<file path="src/rtl/if_stage_fetch_if.sv">
// if_stage_fetch_if: bundles the instruction-ROM port and the IF/ID outputs of
// the fetch stage. The master side is the fetch stage; the slave side is the
// ROM plus the decode stage that consumes IF/ID.
interface if_stage_fetch_if;
    logic        imem_en;
    logic [31:0] imem_addr;
    logic [31:0] imem_rdata;
    logic        if_id_valid;
    logic [31:0] if_id_inst;
    logic [31:0] if_id_pc;
    logic [31:0] if_id_pc4;
    logic        if_id_pred_taken;

    modport master (
        output imem_en,
        output imem_addr,
        input  imem_rdata,
        output if_id_valid,
        output if_id_inst,
        output if_id_pc,
        output if_id_pc4,
        output if_id_pred_taken
    );

    modport slave (
        input  imem_en,
        input  imem_addr,
        output imem_rdata,
        input  if_id_valid,
        input  if_id_inst,
        input  if_id_pc,
        input  if_id_pc4,
        input  if_id_pred_taken
    );
endinterface

</file>
<file path="src/rtl/if_stage_fetch.sv">
// if_stage_fetch: instruction-fetch stage with the IF/ID pipeline register.
// Owns the PC, drives a 1-cycle-latency instruction ROM, and uses a 1-entry
// skid buffer so a decode stall never loses the read already in flight.
// Redirects from EX flush everything in the stage.
// Optional: define IF_JAL_PREDICT_EN to predecode JAL in IF/ID and redirect
// fetch to its target at the cost of one bubble.
module if_stage_fetch #(
    parameter logic [31:0] PC_RESET = 32'h0000_0000,
    parameter logic [31:0] NOP_INST = 32'h0000_0013
) (
    input  logic             clk,
    input  logic             reset,
    input  logic             stall_d,
    input  logic             redirect_valid,
    input  logic [31:0]      redirect_pc,
    if_stage_fetch_if.master fetch
);

    logic [31:0] pc_f;
    logic        req_v;
    logic [31:0] req_pc;
    logic        skid_v;
    logic [31:0] skid_inst;
    logic [31:0] skid_pc;

    logic        if_id_valid_q;
    logic [31:0] if_id_inst_q;
    logic [31:0] if_id_pc_q;
    logic [31:0] if_id_pc4_q;
    logic        if_id_pred_q;

    logic        load_v;
    logic [31:0] load_inst;
    logic [31:0] load_pc;
    logic        jal_take;
    logic        issue;

    // Candidate for IF/ID this cycle: the skid entry is older, so it goes first.
    always_comb begin
        load_v    = 1'b0;
        load_inst = NOP_INST;
        load_pc   = req_pc;
        if (skid_v) begin
            load_v    = 1'b1;
            load_inst = skid_inst;
            load_pc   = skid_pc;
        end else if (req_v) begin
            load_v    = 1'b1;
            load_inst = fetch.imem_rdata;
            load_pc   = req_pc;
        end
    end

`ifdef IF_JAL_PREDICT_EN
    localparam logic [6:0] OPC_JAL = 7'b1101111;
    logic [31:0] jal_imm;
    logic [31:0] jal_target;

    assign jal_imm    = {{12{load_inst[31]}}, load_inst[19:12], load_inst[20],
                         load_inst[30:21], 1'b0};
    assign jal_target = load_pc + jal_imm;
    assign jal_take   = !reset && !redirect_valid && !stall_d && load_v &&
                        (load_inst[6:0] == OPC_JAL);
`else
    assign jal_take = 1'b0;
`endif

    // A new read may start unless a flush is pending, the skid would overflow,
    // or a predicted JAL is about to retarget the PC.
    assign issue = !reset && !redirect_valid && !(stall_d && (req_v || skid_v)) && !jal_take;

    assign fetch.imem_en          = issue;
    assign fetch.imem_addr        = pc_f;
    assign fetch.if_id_valid      = if_id_valid_q;
    assign fetch.if_id_inst       = if_id_inst_q;
    assign fetch.if_id_pc         = if_id_pc_q;
    assign fetch.if_id_pc4        = if_id_pc4_q;
    assign fetch.if_id_pred_taken = if_id_pred_q;

    // PC, in-flight read, skid buffer and IF/ID register; reset beats redirect,
    // redirect beats stall.
    always_ff @(posedge clk) begin
        if (reset) begin
            pc_f          <= PC_RESET;
            req_v         <= 1'b0;
            req_pc        <= PC_RESET;
            skid_v        <= 1'b0;
            skid_inst     <= NOP_INST;
            skid_pc       <= PC_RESET;
            if_id_valid_q <= 1'b0;
            if_id_inst_q  <= NOP_INST;
            if_id_pc_q    <= 32'h0000_0000;
            if_id_pc4_q   <= 32'h0000_0004;
            if_id_pred_q  <= 1'b0;
        end else if (redirect_valid) begin
            pc_f          <= redirect_pc;
            req_v         <= 1'b0;
            skid_v        <= 1'b0;
            if_id_valid_q <= 1'b0;
            if_id_inst_q  <= NOP_INST;
            if_id_pred_q  <= 1'b0;
        end else begin
            req_v <= issue;
            if (issue) begin
                req_pc <= pc_f;
                pc_f   <= pc_f + 32'd4;
            end
            if (!stall_d) begin
                skid_v <= 1'b0;
                if (load_v) begin
                    if_id_valid_q <= 1'b1;
                    if_id_inst_q  <= load_inst;
                    if_id_pc_q    <= load_pc;
                    if_id_pc4_q   <= load_pc + 32'd4;
                    if_id_pred_q  <= jal_take;
                end else begin
                    if_id_valid_q <= 1'b0;
                    if_id_inst_q  <= NOP_INST;
                    if_id_pred_q  <= 1'b0;
                end
`ifdef IF_JAL_PREDICT_EN
                if (jal_take) begin
                    pc_f <= jal_target;
                end
`endif
            end else if (req_v) begin
                skid_v    <= 1'b1;
                skid_inst <= fetch.imem_rdata;
                skid_pc   <= req_pc;
            end
        end
    end

endmodule

</file>
<file path="src/flat_wrapper.sv">
// flat-port wrapper written by rule: the top's interface ports become plain ports
module if_stage_fetch_flat 
#(
    parameter logic [31:0] PC_RESET = 32'h0000_0000,
    parameter logic [31:0] NOP_INST = 32'h0000_0013
)
  (clk, reset, stall_d, redirect_valid, redirect_pc, fetch_imem_en, fetch_imem_addr, fetch_imem_rdata, fetch_if_id_valid, fetch_if_id_inst, fetch_if_id_pc, fetch_if_id_pc4, fetch_if_id_pred_taken);
  if_stage_fetch_if fetch_i ();
  input  logic clk;
  input  logic reset;
  input  logic stall_d;
  input  logic redirect_valid;
  input  logic [31:0] redirect_pc;
  output wire logic [$bits(fetch_i.imem_en)-1:0] fetch_imem_en;
  output wire logic [$bits(fetch_i.imem_addr)-1:0] fetch_imem_addr;
  input wire logic [$bits(fetch_i.imem_rdata)-1:0] fetch_imem_rdata;
  output wire logic [$bits(fetch_i.if_id_valid)-1:0] fetch_if_id_valid;
  output wire logic [$bits(fetch_i.if_id_inst)-1:0] fetch_if_id_inst;
  output wire logic [$bits(fetch_i.if_id_pc)-1:0] fetch_if_id_pc;
  output wire logic [$bits(fetch_i.if_id_pc4)-1:0] fetch_if_id_pc4;
  output wire logic [$bits(fetch_i.if_id_pred_taken)-1:0] fetch_if_id_pred_taken;
  assign fetch_imem_en = fetch_i.imem_en;
  assign fetch_imem_addr = fetch_i.imem_addr;
  assign fetch_i.imem_rdata = fetch_imem_rdata;
  assign fetch_if_id_valid = fetch_i.if_id_valid;
  assign fetch_if_id_inst = fetch_i.if_id_inst;
  assign fetch_if_id_pc = fetch_i.if_id_pc;
  assign fetch_if_id_pc4 = fetch_i.if_id_pc4;
  assign fetch_if_id_pred_taken = fetch_i.if_id_pred_taken;
  if_stage_fetch #(.PC_RESET(PC_RESET), .NOP_INST(NOP_INST)) u_core (.clk(clk), .reset(reset), .stall_d(stall_d), .redirect_valid(redirect_valid), .redirect_pc(redirect_pc), .fetch(fetch_i));
endmodule
</file>
<file path="config.mk">
export PLATFORM = sky130hd
export DESIGN_NAME = if_stage_fetch_flat
export DESIGN_NICKNAME = d
export VERILOG_FILES = /design/src/rtl/if_stage_fetch_if.sv /design/src/rtl/if_stage_fetch.sv /design/src/flat_wrapper.sv
export SDC_FILE = /design/constraint.sdc
export NUM_CORES = 1
export LEC_CHECK = 0
export BUFFER_PORTS_ARGS = -buffer_cell sky130_fd_sc_hd__buf_2
export CAP_MARGIN = 20
export CORE_MARGIN = 8
export CORE_UTILIZATION = 25
export CTS_CLUSTER_SIZE = 28
export DETAILED_ROUTE_END_ITERATION = 8
export HOLD_SLACK_MARGIN = 0.1
export PLACE_DENSITY = 0.4
export REMOVE_ABC_BUFFERS = 1
export SLEW_MARGIN = 20
export SYNTH_ARGS = -nofsm -noshare
export SYNTH_HDL_FRONTEND = slang
export SYNTH_SLANG_ARGS = --single-unit
export TNS_END_PERCENT = 20
</file>
<file path="constraint.sdc">
create_clock -name clk -period 6.5 [get_ports clk]
set_input_delay 0.325 -clock clk [delete_from_list [all_inputs] [get_ports clk]]
set_output_delay 0.325 -clock clk [all_outputs]
set_load 0.02 [all_outputs]
</file>
==> out/qor.yml <==
die:
  start_util_pct: 25.2
  pin_count: 199
  die_x_um: 215
  fp.dieH_um: 215
  core_area_sq_um: 39500
  die_area_sq_um: 46400
  rows: 73
sta:
  setup_viol: 0
  slew_violations: 0
  finalCritPeriodShare_pct: 57.5
  max_freq_mhz: 268
  fin_worst_skew_ns: 0.0101
  period_minus_slack_ns: 3.74
  finalHoldViolations: 0
  tns_ns: 0
  worstMarginPinSlew_ns: 1.03
  slew_headroom_pct: 30.8
  rsz0062_at_grt: "no"
  fin_ws_ns: 2.76
pwr:
  vdd_drop_max_mv: 0.195
  p_per_area_nw_per_um2: 258
  p_leak_uw: 0.00493
  power_uw: 3300
setup_path:
  worst-path-max-fanout: 55
  critPathCaptureType: "output port"
  crit_required_ns: 6.17
  r2r_slack_ns: 3.19
  critPathArrivalTime_ns: 3.41
  cp-start-kind: "register"
  worstSetupPathType: "reg2out"
drt:
  vias: 9682
  final_antenna_net_count: 0
  finalWirelength_mm: 38.2
  viasPerCell: 4.86
  first_iter_violations: 514
  drt_pass1_iterations: 5
  remaining_drc_errors: 0
  wl_per_cell_um: 19.2
global_route:
  antenna_found_initial: 0
  grt_use_total_pct: 15.9
  grt_max_degree: 75
  grt_pass1_wl_mm: 59.1
  overflow: 0
  grt_pass1_vias: 9659
run_status:
  run_status: "complete, no violations"
yosys:
  synth_edf_count: 0
  synth_cell_type_count: 65
  synth_top_cell_by_area: "dfxtp_1"
  synth_area_per_cell_sq_um: 7.99
  ys_ff_latch: 225
  synthFlopType: "dfxtp_1"
  syn_inst: 1243
  synth_area_sq_um: 9930
  synth-seq-area-share_pct: 45.4
  yosysTopAreaCellShare_pct: 45.4
  ys_warn_count: 0
  synth-async-reset-ratio_pct: 0
  synthTopCellsByArea: "dfxtp_1, nand2_1, a21oi_1"
finish:
  n_antenna_cell: 0
  final_common_cell: "nand2_1"
  area_growth_pct: 28.8
  final_cell_mix: "nand2_1, dfxtp_1, buf_2"
  drive_above_1_share_pct: 19.0
  layout.nets: 1517
placement:
  port_buffers: 197
  pre_cts_slack_ns: 3.25
  dp_hpwl_mm: 25.5
  place.gp.congestion: 0.787
clocking:
  clk_latency_ns: 0.56
  cts_sinks: 225
  cts_tree: "built"
  cts_max_path_buffers: 3
  cts_max_level: 1
  clkSlewWorstSetupHoldPaths_ns: 0.06
  cts_resized: 0
  cts_made_buffers: 29
  cts_root_buf: "clkbuf_16"
flow_run:
  cap_violations: 0
min_path:
  hold_class: "in2reg"
-- power breakdown --
part           total, uW  internal (uW)  switching, uW
clock               1540            907            634
combinational        290            106            184
sequential          1470           1420           47.5
-- Yosys cell counts (all sizes together), types with 2 or more instances --
master,number
a21oi,129
ha,2
nor2b,2
nand4,25
and4,5
xor2,4
o21ai,16
nor2,117
a32oi,2
o311ai,12
and3,13
mux2i,29
xnor2,25
a221oi,3
nand2,276
buf,34
inv,5
a311o,5
o22ai,10
dfxtp,225
or2,3
and2,2
mux2,6
nand2b,5
o211ai,3
nand4b,5
or3,4
a211oi,30
nor3,20
nor4,11
a2111o,2
nand3b,12
a22oi,35
or4,3
a31oi,5
clkbuf,66
nand3,72
a222oi,2
o21a,5
-- metal layers --
| layer | track usage, % | wire length, um | up-vias |
|---|---|---|---|
| li1 | - | - | 4787 |
| met1 | 20.4 | 17500 | 4621 |
| met2 | 27.1 | 18100 | 223 |
| met3 | 2.46 | 1650 | 51 |
| met4 | 4.79 | 958 | 0 |
| met5 | 0 | 0 | - |
-- cell type report --
class                           count  area [sq um]
Fill cell                        4283         26700
Multi-Input combinational cell    912          4980
Sequential cell                   225          4510
Timing Repair Buffer              273          1720
Clock buffer                       44           862
Tap cell                          525           657
Clock inverter                      7          45.0
Inverter                            6          22.5
-- registers in the layout, summed over array words and instances, names as in the netlist --
register and count:
u_core.fetch.if_id_pc 30, u_core.fetch.imem_addr 32, u_core.req_pc 32, u_core.fetch.if_id_valid 1, u_core.fetch.if_id_pc4 32, u_core.skid_v 1, u_core.skid_inst 32, u_core.req_v 1
u_core.skid_pc 32, u_core.fetch.if_id_inst 32
-- per-stage QoR --
stage	instances	utilization [%]	area [sq um]	hold WS (ns)
2_1_floorplan	1143	-	9490	0.394
3_3_place_gp	1877	28.5	11200	0.436
3_5_place_dp	1877	28.5	11200	0.436
4_1_cts	1992	32.4	12800	0.214
5_1_grt	1992	32.4	12800	0.239
6_report	1992	32.4	12800	0.219
-- worst max-delay path: stages (launching register included) --
cell,delay (ns)
dfxtp_4,0.85
o21ai_2,0.42
nand2_1,0.19
clkinv_1,0.66
buf_4,0.50
buf_2,0.19
-- cell families after synthesis --
logic type / count (synthesis) / synth area share [%]
AO/OA/AOI/OAI: 268 / 17.2
buffers and inverters: 106 / 4.72
adder cells (fa/ha/maj): 2 / 0.252
AND/OR/NAND/NOR: 577 / 26.3
other: 1 / 0.0378
multiplexers: 35 / 3.60
XOR/XNOR: 29 / 2.56
flip-flops: 225 / 45.4
-- timing repair --
item / in CTS / in global routing
hold buffers: 64 / 0
setup buffers: 0 / 0
endpoints found under the hold margin: 67 / 0
-- final timing paths --
path / start / to / cells after the start
max: u_core.skid_v / fetch_imem_en / 5
min: reset / u_core.fetch.imem_addr[20] / 2
max reg2reg: u_core.skid_v / u_core.fetch.if_id_pc4[29] / 6
min reg2reg: u_core.fetch.if_id_pc4[2] / u_core.fetch.if_id_pc4[2] / 2
No activity file was read; power rests on OpenSTA's default activity.
